$ cat config.mk
export PLATFORM = sky130hd
export DESIGN_NAME = mem_bus_if
export DESIGN_NICKNAME = d
export VERILOG_FILES = /design/src/rtl/mem_bus_if.sv
export SDC_FILE = /design/constraint.sdc
export NUM_CORES = 1
export LEC_CHECK = 0
export ABC_AREA = 0
export CAP_MARGIN = 20
export CORE_MARGIN = 5
export CORE_UTILIZATION = 35
export CTS_BUF_LIST = sky130_fd_sc_hd__clkbuf_4 sky130_fd_sc_hd__clkbuf_8 sky130_fd_sc_hd__clkbuf_16
export CTS_CLUSTER_DIAMETER = 60
export DETAILED_ROUTE_END_ITERATION = 6
export MAX_ROUTING_LAYER = met4
export PLACE_DENSITY = 0.62
export SLEW_MARGIN = 15
export SYNTH_ARGS = -nofsm -noshare
export SYNTH_HDL_FRONTEND = slang
export SYNTH_SLANG_ARGS = --single-unit
$ cat constraint.sdc
create_clock -name Clock -period 4.24 [get_ports Clock]
set_input_delay 0.848 -clock Clock [delete_from_list [all_inputs] [get_ports Clock]]
set_output_delay 0.848 -clock Clock [all_outputs]
set_load 0.005 [all_outputs]
$ cat src/rtl/mem_bus_if.sv
// External memory bus interface: converts single-cycle core requests into a
// multiplexed address/data pad cycle (ALE, nME, nOE, nWE) with programmable
// wait states, nWait stretching and a stretch timeout.
//
// Handshake: Req is sampled only while the interface is IDLE (Busy=0). An
// accepted request is answered by exactly one Done pulse. A Req seen while
// Busy is dropped, not queued. Err is valid only together with Done.
module mem_bus_if #(
  parameter int WAIT_STATES = 1,
  parameter int TIMEOUT     = 15
) (
  input  logic        Clock,
  input  logic        Reset,
  input  logic        Req,
  input  logic        Write,
  input  logic [15:0] Addr,
  input  logic [15:0] WData,
  output logic [15:0] RData,
  output logic        Busy,
  output logic        Done,
  output logic        Err,
  output logic [15:0] AdOut,
  output logic        AdOe,
  input  logic [15:0] AdIn,
  output logic        ALE,
  output logic        nME,
  output logic        nOE,
  output logic        nWE,
  input  logic        nWait,
  output logic [2:0]  state_dbg
);

  typedef enum logic [2:0] {
    IDLE   = 3'd0,
    ADDR   = 3'd1,
    SETUP  = 3'd2,
    ACCESS = 3'd3,
    FINISH = 3'd4
  } state_t;

  localparam logic [2:0] WS_INIT = 3'(WAIT_STATES);
  localparam logic [7:0] TO_LAST = 8'(TIMEOUT - 1);

  state_t      state_q, state_d;
  logic [15:0] addr_q;
  logic [15:0] wdata_q;
  logic        write_q;
  logic [15:0] rdata_q;
  logic [2:0]  wcnt_q;
  logic [7:0]  tcnt_q;
  logic        err_q;

  // State register.
  always_ff @(posedge Clock) begin
    if (Reset) state_q <= IDLE;
    else       state_q <= state_d;
  end

  // Next-state logic; ACCESS leaves on nWait release or on the last stretch cycle.
  always_comb begin
    state_d = state_q;
    case (state_q)
      IDLE:    if (Req) state_d = ADDR;
      ADDR:    state_d = SETUP;
      SETUP:   state_d = ACCESS;
      ACCESS: begin
        if (wcnt_q == 3'd0) begin
          if (nWait)                 state_d = FINISH;
          else if (tcnt_q == TO_LAST) state_d = FINISH;
        end
      end
      FINISH:  state_d = IDLE;
      default: state_d = IDLE;
    endcase
  end

  // Request latch, wait/timeout counters, read capture and error flag.
  always_ff @(posedge Clock) begin
    if (Reset) begin
      addr_q  <= '0;
      wdata_q <= '0;
      write_q <= 1'b0;
      rdata_q <= '0;
      wcnt_q  <= '0;
      tcnt_q  <= '0;
      err_q   <= 1'b0;
    end else begin
      case (state_q)
        IDLE: begin
          err_q <= 1'b0;
          if (Req) begin
            addr_q  <= Addr;
            wdata_q <= WData;
            write_q <= Write;
          end
        end
        SETUP: begin
          wcnt_q <= WS_INIT;
          tcnt_q <= '0;
        end
        ACCESS: begin
          if (wcnt_q != 3'd0) begin
            wcnt_q <= wcnt_q - 3'd1;
          end else if (nWait) begin
            if (!write_q) rdata_q <= AdIn;
          end else begin
            tcnt_q <= tcnt_q + 8'd1;
            if (tcnt_q == TO_LAST) err_q <= 1'b1;
          end
        end
        default: ;
      endcase
    end
  end

  // Pad and status outputs, decoded purely from registered state.
  always_comb begin
    Busy  = (state_q != IDLE);
    Done  = (state_q == FINISH);
    Err   = (state_q == FINISH) && err_q;
    ALE   = (state_q == ADDR);
    nME   = !((state_q == ADDR) || (state_q == SETUP) || (state_q == ACCESS));
    nOE   = !((state_q == ACCESS) && !write_q);
    nWE   = !((state_q == ACCESS) && write_q);
    AdOe  = (state_q == ADDR) || (state_q == SETUP) ||
            ((state_q == ACCESS) && write_q);
    AdOut = '0;
    if ((state_q == ADDR) || (state_q == SETUP)) AdOut = addr_q;
    else if ((state_q == ACCESS) && write_q)     AdOut = wdata_q;
  end

  assign RData     = rdata_q;
  assign state_dbg = state_q;

endmodule

; Yosys cells after proc, flatten, opt, wreduce, memory -nomap -nowiden
; Cells that the tools add are included.
[classes]
eq_ne = 12
n_reduce_logical = 22
addsub = 2
n_mux = 16
bitwise_logic = 2
[ops]
columns = cell, n
row1 = two-way mux 16 bit, 2
row2 = two-way mux 8 bit, 2
row3 = one-hot mux 8 bit (2 select lines), 1
row4 = two-way mux 3 bit, 5
row5 = "inequality test 2 bit, second input constant", 6
row6 = one-hot mux 3 bit (4 select lines), 1
row7 = "adder 8 x 1 -> 8 bit, second input constant", 1
row8 = "== test 8 x 4 -> 1 bit, second input constant", 1
row9 = AND reduction 4 bit, 2
row10 = "== test 3 x 2 -> 1 bit, second input constant", 2
row11 = zero test 3 bit, 2
row12 = one-hot mux 3 bit (2 select lines), 1
row13 = AND reduction 3 bit, 2
row14 = nonzero test 3 bit, 2
row15 = zero test 1 bit, 4
row16 = AND reduction 2 bit, 2
row17 = nonzero test 2 bit, 2
row18 = "== test 3 x 1 -> 1 bit, second input constant", 1
row19 = "== test 3 bit, second input constant", 1
row20 = logical AND 1 bit, 3
row21 = logical OR 1 bit, 3
row22 = two-way mux 1 bit, 3
row23 = "inequality test 3 bit, second input constant", 1
row24 = "subtractor 3 x 1 -> 3 bit, second input constant", 1
row25 = other kinds (2), 3
[totals]
reg_bits = 64
input_bits = 53

; Depth between registers and ports, before layout
; Gate-level depths: netlist of run 1.
[depth]
depth_word = 5
ltp_mapped = 8
depth_no_buf = 7

; Least setup slack after synthesis of run 1
; Ideal clock, no wire load.
[synth_path]
kind = register to output
from = reg state_q[1] (netlist: state_dbg[1])
to = out AdOe
required_ns = 3.392
slack_ns = 2.099
n_path_buf = 2
stages_incl_launch_ff = 7
t_arrival_ns = 1.293
cell_sequence = dfxtp_1 -> nor2b_1 -> and3_1 -> buf_2 -> buf_2 -> inv_1 -> o21ai_0
[synth_between]
elab_chain_cells = 3
[synth_rtl]
columns = element, line
row1 = "start, declared", 44  ; state_t state_q, state_d;
row2 = "start signal, assigned", 56  ; else state_q <= state_d;
row3 = "== test 3 x 1 -> 1 bit, or another cell as far along", 125  ; AdOe = (state_q == ADDR) || (state_q == SETUP) ||
row4 = logical OR 1 bit / logical AND 1 bit (equally long branches), "125, 126"
row5 = logical OR 1 bit (*), 125
row6 = "end, declared", 23  ; output logic AdOe,
; Every way passes the cells marked *; elsewhere a longest branch is shown, timed or not.

; Final worst setup path of run 1
[layout_path]
from = reg state_q[1] (netlist: state_dbg[1])
to = out AdOut[14]
[layout_between]
elab_chain_cells = 4
[layout_rtl]
columns = element, line
row1 = == test 3 x 2 -> 1 bit, 129  ; else if ((state_q == ACCESS) && write_q) AdOut = wdata_q;
row2 = logical AND 1 bit, 129
row3 = two-way mux 16 bit, 129
row4 = two-way mux 16 bit (*), 128  ; if ((state_q == ADDR) || (state_q == SETUP)) AdOut = addr_q;
row5 = "end, declared", 22  ; output logic [15:0] AdOut,
; Marks and branches as above.

==> tab_implementation.tex, run 1 <==
\begin{tabular}{lr}
\hline
Metric & Value \\
\hline
\multicolumn{2}{l}{\textbf{Synthesis}} \\
\quad Number of enable-type register cells in the synthesized netlist & 0 \\
\quad Nets in the synthesized netlist & 379 \\
\quad Syn Area/Cell & 8.60 sq um \\
\quad Post-synth cell types & 40 \\
\quad Seq cells post-synth & 64 \\
\quad Sequential element share of the synthesized area & 46.3\% \\
\quad Number of warnings reported in the yosys synthesis log & 0 \\
\quad Async S/R FF share, synth & 0\% \\
\quad Top\_reg\_cell synth & sky130\_fd\_sc\_hd\_\_dfxtp\_1 \\
\quad Post-synthesis instance area & 0.00277 sq mm \\
\quad Count of mapped cells out of synthesis & 322 \\
\multicolumn{2}{l}{\textbf{STA}} \\
\quad Setup TNS & 0 ns \\
\quad Hold slack & 0.458 ns \\
\quad Worst Tran Pin Value & 0.985 ns \\
\quad Setup repair after global routing missed its margin & no \\
\quad Final count of hold timing violations & 0 \\
\quad Relative max-transition margin & 34.1\% \\
\quad Total of endpoints with negative setup slack in the final report & 0 \\
\quad Peak clock frequency supported by timing & 277 MHz \\
\quad Skew final & 0.00735 ns \\
\quad Final critical-path required period & 3.61 ns \\
\quad Number of slew-limit violations in the final report & 0 \\
\quad Setup slack after layout & 0.632 ns \\
\quad Fin crit share & 85.1\% \\
\multicolumn{2}{l}{\textbf{Run}} \\
\quad Max-Cap Viols & 0 \\
\multicolumn{2}{l}{\textbf{Power and ir drop}} \\
\quad Part of the power in the clock network & 31.4\% \\
\quad P\_leak & 1.47 nW \\
\quad Total power after layout & 1.98 mW \\
\quad Switching power & 0.614 mW \\
\quad Power per standard cell area & 493 mW/mm\^{}2 \\
\quad Sw frac & 31.0\% \\
\quad Peak supply drop & 0.000241 V \\
\quad Portion of total power attributed to combinational logic & 30.8\% \\
\quad Internal power & 1.37 mW \\
\quad Proportion of power drawn by flip-flops and latches & 37.8\% \\
\multicolumn{2}{l}{\textbf{Clocking}} \\
\quad CTS Hold Bufs & 0 \\
\quad Total CTS buffers & 9 \\
\quad Clock H-tree levels & 3 \\
\quad CTS-repair resized insts & 0 \\
\quad Sink Count & 64 \\
\quad Maximum clock insertion buffer count & 2 \\
\quad TritonCTS clock tree & yes \\
\quad Clock root buffer & sky130\_fd\_sc\_hd\_\_clkbuf\_8 \\
\quad Insertion delay of the later-clocked pin in the worst-skew pair & 0.33 ns \\
\quad Buffers inserted by post-CTS timing repair & 0 \\
\quad Worst-path clk slew & 0.07 ns \\
\multicolumn{2}{l}{\textbf{Run status}} \\
\quad Run status & finished clean \\
\multicolumn{2}{l}{\textbf{Worst setup path}} \\
\quad CP Buf/Inv Count & 1 \\
\quad Class of the most critical setup path & register to primary output \\
\quad Largest stage delay on the critical path & 0.68 ns \\
\quad Cell family contributing the most delay on the critical path & simple AND/OR/NAND/NOR gates \\
\quad Cells along the critical path & nor2b\_1, and3\_1, a22o\_1, clkdlybuf4s50\_1 \\
\quad WP data required & 3.39 ns \\
\quad Critical Path Fanout Max & 17 \\
\quad Critical path's slowest cell & sky130\_fd\_sc\_hd\_\_dfxtp\_1 \\
\quad Startpoint class of the critical path & register \\
\quad Signal arrival time at the worst endpoint & 2.76 ns \\
\quad CP endpoint kind & primary output \\
\multicolumn{2}{l}{\textbf{Floorplan}} \\
\quad Die boundary height & 99.0 microns \\
\quad Die extent in x & 99.0 microns \\
\quad Site Rows & 32 \\
\quad Count of pins on the block boundary & 96 \\
\quad Core region area & 0.00773 sq mm \\
\quad Effective utilization at floorplan & 35.8\% \\
\quad Die Area & 0.00979 sq mm \\
\multicolumn{2}{l}{\textbf{Global routing}} \\
\quad Total congestion overflow after global routing & 0 \\
\quad Global-route usage over all layers & 15.1\% \\
\quad Antenna violations before repair & 0 \\
\quad Pin count of the biggest net entering global routing & 59 \\
\quad Global-route wire length before repair & 11,700 microns \\
\quad Number of global-route vias before repair & 2,449 \\
\multicolumn{2}{l}{\textbf{Placed design}} \\
\quad Inst Count DP & 499 \\
\quad Placed instance area & 0.00374 sq mm \\
\quad Post-Place Worst Slack & 1.02 ns \\
\quad Final weighted congestion of routability-driven global placement & 0.796 \\
\quad Quantity of I/O buffers inserted on ports & 95 \\
\quad DPL Wire Length & 4990 microns \\
\multicolumn{2}{l}{\textbf{Detailed routing}} \\
\quad Drt wl/cell & 13.9 microns \\
\quad Total routed wirelength & 7210 microns \\
\quad Post-route antenna net violation count & 0 \\
\quad Count of routing violations after the opening detailed-route iteration & 129 \\
\quad Count of unresolved DRC violations after routing & 0 \\
\quad Via/cell ratio & 4.82 \\
\quad Count of vias placed by the detailed router & 2,490 \\
\quad Total iterations of the first detailed-routing run & 4 \\
\multicolumn{2}{l}{\textbf{Finish}} \\
\quad Final core utilization & 52.0\% \\
\quad NumNets Final & 467 \\
\quad Most frequent standard cell in the layout excluding fill and tap cells & sky130\_fd\_sc\_hd\_\_clkdlybuf4s50\_1 \\
\quad Antenna diode count & 0 \\
\quad Area overhead of the layout relative to synthesis & 44.9\% \\
\quad Most frequent cells in the layout & sky130\_fd\_sc\_hd\_\_clkdlybuf4s50\_1, sky130\_fd\_sc\_hd\_\_nand2\_1, sky130\_fd\_sc\_hd\_\_dfxtp\_1, sky130\_fd\_sc\_hd\_\_a21oi\_1, sky130\_fd\_sc\_hd\_\_nor2\_1 \\
\quad Share of post-route cells with drive strength above 1 & 6.99\% \\
\quad Final Non-Filler Cells & 517 \\
\quad Post-route design area & 0.00402 sq mm \\
\multicolumn{2}{l}{\textbf{Worst hold path}} \\
\quad Type of the worst min-delay path & register to register \\
\hline
\end{tabular}
==> registers in the layout (all words and copies together), names as in the netlist <==
signal	count
wdata_q	16
write_q	1
wcnt_q	3
tcnt_q	8
RData	16
state_dbg	3
err_q	1
addr_q	16
==> synth_stat cells, types with 4 or more instances <==
library cell | n | area share, %
sky130_fd_sc_hd__nor3_1 | 6 | 1.1
sky130_fd_sc_hd__a22o_1 | 16 | 5.1
sky130_fd_sc_hd__a21oi_1 | 40 | 7.2
sky130_fd_sc_hd__dfxtp_1 | 64 | 46
sky130_fd_sc_hd__xnor2_1 | 7 | 2.2
sky130_fd_sc_hd__ha_1 | 4 | 1.8
sky130_fd_sc_hd__mux2i_1 | 16 | 5.8
sky130_fd_sc_hd__nand2_1 | 72 | 9.8
sky130_fd_sc_hd__clkbuf_1 | 10 | 1.4
sky130_fd_sc_hd__nor2_1 | 31 | 4.2
sky130_fd_sc_hd__inv_1 | 8 | 1.1
sky130_fd_sc_hd__a211oi_1 | 5 | 1.4
sky130_fd_sc_hd__buf_2 | 7 | 1.3
==> worst reg2reg max path, cell delays in order, from the launching register on <==
cell                      delay (ns)
sky130_fd_sc_hd__dfxtp_1        0.33
sky130_fd_sc_hd__inv_1          0.06
sky130_fd_sc_hd__ha_1           0.15
sky130_fd_sc_hd__ha_1           0.28
sky130_fd_sc_hd__nand2_1        0.13
sky130_fd_sc_hd__nor3_4         0.77
sky130_fd_sc_hd__mux2i_1        0.28
sky130_fd_sc_hd__nor2_1         0.06
==> area by class of cell <==
type                    instances  area [sq um]
fillers                       738          3710
well taps                     102           128
repair buffers                 99           996
flip-flops and latches         64          1280
inverters                       8          30.0
clock buffers                  10           131
clock inverters                 6           108
multi-input cells             228          1340
==> logic make-up after synthesis <==
group | Yosys count | share of synthesized area, %
compound gates | 70 | 16.7
xor+xnor | 7 | 2.21
fa+ha+maj | 4 | 1.81
buf+inv | 30 | 5.33
flops | 64 | 46.3
mux | 16 | 5.78
simple gates | 131 | 21.9
==> metal layers <==
layer | up-vias | global-route usage, % | part of all wire, %
met5 | - | - | 0
met4 | 0 | 4.10 | 1.0
met3 | 4 | 6.37 | 8.0
met2 | 93 | 23.7 | 46
met1 | 1131 | 17.9 | 45
li1 | 1262 | - | -
==> power by group through the flow <==
stage	clock network (mW)	registers, mW	logic (mW)
3_5_place_dp	0	0.761	0.600
3_3_place_gp	0	0.765	0.590
5_1_grt	0.671	0.758	0.674
4_1_cts	0.640	0.748	0.606
6_report	0.622	0.748	0.610
2_1_floorplan	0	0.734	0.385
==> worst paths after layout <==
| check | startpoint | end | slack [ns] | depth (start not counted) |
|---|---|---|---|---|
| max | state_dbg[1]$_SDFFE_PP0P_ | AdOut[14] | 0.63 | 4 |
| min | addr_q[4]$_SDFFE_PP0P_ | addr_q[4]$_SDFFE_PP0P_ | 0.46 | 2 |
| max reg2reg | wcnt_q[0]$_SDFFE_PP0P_ | RData[6]$_SDFFE_PP0P_ | 2.07 | 7 |
| min reg2reg | addr_q[4]$_SDFFE_PP0P_ | addr_q[4]$_SDFFE_PP0P_ | 0.46 | 2 |
(Power assumes the default switching activity.)
==> run 2: changes to the inputs <==
==> constraint.sdc (replaced) <==
create_clock -name Clock -period 4.65 [get_ports Clock]
set_input_delay 0.93 -clock Clock [delete_from_list [all_inputs] [get_ports Clock]]
set_output_delay 0.93 -clock Clock [all_outputs]
set_load 0.005 [all_outputs]
==> run 2 against run 1 <==
Effect of this change: worst hold slack is essentially flat; final cell count shrank 0.19%; total power shrank 17%; clock power shrank 35%; sequential share of layout area grew 0.57 points; sequential power shrank 8.8%; critical endpoint is now AdOut[3].
==> tab_implementation.tex, run 2 (same netlist as run 1, synthesis figures left out) <==
\begin{tabular}{lr}
\hline
Metric & Value \\
\hline
\multicolumn{2}{l}{\textbf{Run status}} \\
\quad Run status & finished clean \\
\multicolumn{2}{l}{\textbf{Detailed routing}} \\
\quad Count of unresolved DRC violations after routing & 0 (unchanged) \\
\quad Count of vias placed by the detailed router & 2,455 (-1.4\%) \\
\quad Total iterations of the first detailed-routing run & 4 (unchanged) \\
\quad Post-route antenna net violation count & 0 (unchanged) \\
\quad Via/cell ratio & 4.76 (-1.2\%) \\
\quad Drt wl/cell & 13.8 microns (-0.99\%) \\
\quad Total routed wirelength & 7130 microns (-1.2\%) \\
\quad Count of routing violations after the opening detailed-route iteration & 91 (-29\%) \\
\multicolumn{2}{l}{\textbf{Clocking}} \\
\quad Insertion delay of the later-clocked pin in the worst-skew pair & 0.33 ns (about the same) \\
\quad Clock H-tree levels & 3 (unchanged) \\
\quad Worst-path clk slew & 0.07 ns (about the same) \\
\quad Buffers inserted by post-CTS timing repair & 0 (unchanged) \\
\quad Total CTS buffers & 9 (unchanged) \\
\quad Maximum clock insertion buffer count & 2 (unchanged) \\
\quad CTS Hold Bufs & 0 (unchanged) \\
\quad TritonCTS clock tree & yes \\
\quad Clock root buffer & sky130\_fd\_sc\_hd\_\_clkbuf\_8 \\
\quad Sink Count & 64 (unchanged) \\
\quad CTS-repair resized insts & 0 (unchanged) \\
\multicolumn{2}{l}{\textbf{STA}} \\
\quad Total of endpoints with negative setup slack in the final report & 0 (unchanged) \\
\quad Number of slew-limit violations in the final report & 0 (unchanged) \\
\quad Fin crit share & 80.0\% \\
\quad Setup repair after global routing missed its margin & no \\
\quad Hold slack & 0.458 ns (+0.0000210 ns) \\
\quad Setup slack after layout & 0.931 ns (+0.299 ns) \\
\quad Relative max-transition margin & 35.4\% (+1.3 points) \\
\quad Final count of hold timing violations & 0 (unchanged) \\
\quad Skew final & 0.00794 ns (+0.000597 ns) \\
\quad Setup TNS & 0 ns (unchanged) \\
\quad Worst Tran Pin Value & 0.965 ns (-0.0198 ns) \\
\quad Peak clock frequency supported by timing & 269 MHz \\
\quad Final critical-path required period & 3.72 ns \\
\multicolumn{2}{l}{\textbf{Power and ir drop}} \\
\quad Power per standard cell area & 417 mW/mm\^{}2 (-15\%) \\
\quad P\_leak & 1.44 nW (-2.2\%) \\
\quad Peak supply drop & 0.000200 V (-17\%) \\
\quad Total power after layout & 1.64 mW (-17\%) \\
\multicolumn{2}{l}{\textbf{Finish}} \\
\quad Antenna diode count & 0 (unchanged) \\
\quad Most frequent cells in the layout & sky130\_fd\_sc\_hd\_\_clkdlybuf4s50\_1, sky130\_fd\_sc\_hd\_\_nand2\_1, sky130\_fd\_sc\_hd\_\_dfxtp\_1, sky130\_fd\_sc\_hd\_\_a21oi\_1, sky130\_fd\_sc\_hd\_\_nor2\_1 \\
\quad Most frequent standard cell in the layout excluding fill and tap cells & sky130\_fd\_sc\_hd\_\_clkdlybuf4s50\_1 \\
\quad Filler cell count in the final layout & 729 (-1.2\%) \\
\quad Sequential Area & 0.00128 sq mm (unchanged) \\
\quad NumNets Final & 467 (unchanged) \\
\quad Final core utilization & 51.1\% (-0.91 points) \\
\quad Share of post-route cells with drive strength above 1 & 6.76\% (-0.22 points) \\
\quad Area of the multi-input gates & 0.00134 sq mm (unchanged) \\
\quad Area overhead of the layout relative to synthesis & 42.4\% \\
\multicolumn{2}{l}{\textbf{Global routing}} \\
\quad Antenna violations before repair & 0 (unchanged) \\
\quad Total congestion overflow after global routing & 0 (unchanged) \\
\quad Number of global-route vias before repair & 2,414 (-1.4\%) \\
\quad Global-route usage over all layers & 15.1\% (about the same) \\
\quad Global-route wire length before repair & 11,700 microns (+0.12\%) \\
\quad Pin count of the biggest net entering global routing & 59 (unchanged) \\
\multicolumn{2}{l}{\textbf{Worst setup path}} \\
\quad Worst reg2reg setup slack & 2.50 ns (+0.43 ns) \\
\quad Class of the most critical setup path & register to primary output \\
\quad Signal arrival time at the worst endpoint & 2.79 ns (+0.03 ns) \\
\quad WP data required & 3.72 ns (+0.33 ns) \\
\quad Startpoint class of the critical path & register \\
\quad CP endpoint kind & primary output \\
\quad Critical Path Fanout Max & 17 (unchanged) \\
\multicolumn{2}{l}{\textbf{Placed design}} \\
\quad Final weighted congestion of routability-driven global placement & 0.796 (about the same) \\
\quad DPL Wire Length & 4920 microns (-1.5\%) \\
\quad Quantity of I/O buffers inserted on ports & 95 (unchanged) \\
\quad Post-Place Worst Slack & 1.35 ns (+0.332 ns) \\
\multicolumn{2}{l}{\textbf{Floorplan}} \\
\quad Site Rows & 32 (unchanged) \\
\quad Die boundary height & 99.0 microns (unchanged) \\
\quad Count of pins on the block boundary & 96 (unchanged) \\
\quad Die extent in x & 99.0 microns (unchanged) \\
\quad Effective utilization at floorplan & 35.8\% (unchanged) \\
\quad Core region area & 0.00773 sq mm (unchanged) \\
\quad Die Area & 0.00979 sq mm (unchanged) \\
\multicolumn{2}{l}{\textbf{Worst hold path}} \\
\quad Type of the worst min-delay path & register to register \\
\multicolumn{2}{l}{\textbf{Run}} \\
\quad Max-Cap Viols & 0 (unchanged) \\
\hline
\end{tabular}
run 2: area by class of cell:
cell class,instances,area share [%]
Tap cell,102,3.24
Clock inverter,4,0.571
Clock buffer,11,3.52
Timing Repair Buffer,99,25.4
Inverter,8,0.761
Multi-Input combinational cell,228,34.0
Sequential cell,64,32.5
run 2: where the power goes:
group | leakage [nW] | internal, mW | switching, mW | total (mW)
combinational | 0.831 | 0.271 | 0.287 | 0.558
clock | 0.0858 | 0.200 | 0.205 | 0.404
sequential | 0.521 | 0.618 | 0.0632 | 0.682
run 2: path summary, 6_finish.rpt:
check	endpoint	from	cells after the start
setup / recovery	AdOut[3]	state_dbg[1]$_SDFFE_PP0P_	4
hold / removal	addr_q[4]$_SDFFE_PP0P_	addr_q[4]$_SDFFE_PP0P_	2
setup reg to reg	RData[8]$_SDFFE_PP0P_	state_dbg[1]$_SDFFE_PP0P_	4
hold reg to reg	addr_q[4]$_SDFFE_PP0P_	addr_q[4]$_SDFFE_PP0P_	2
run 2: stage by stage:
step	instances	area (sq um)
floorplan	322	2770
global placement	498	3730
detailed placement	499	3750
CTS	514	3910
global route	516	3950
finish	516	3950
run 2: routing by layer:
metal  up-vias  share of wire [%]  wire, microns  track usage (%)
met2        71                 46           3310             22.8
li1       1266                  -              -                -
met4         0               0.31             22             2.84
met1      1116                 46           3250             18.8
met5         -                  0              0                -
met3         2                7.7            551             6.94
run 2: worst max-delay path: stages, from the launching register on:
cell	delay, ns
sky130_fd_sc_hd__dfxtp_1	0.70
sky130_fd_sc_hd__nor2b_1	0.28
sky130_fd_sc_hd__and3_1	0.70
sky130_fd_sc_hd__a22o_1	0.27
sky130_fd_sc_hd__clkdlybuf4s50_1	0.52
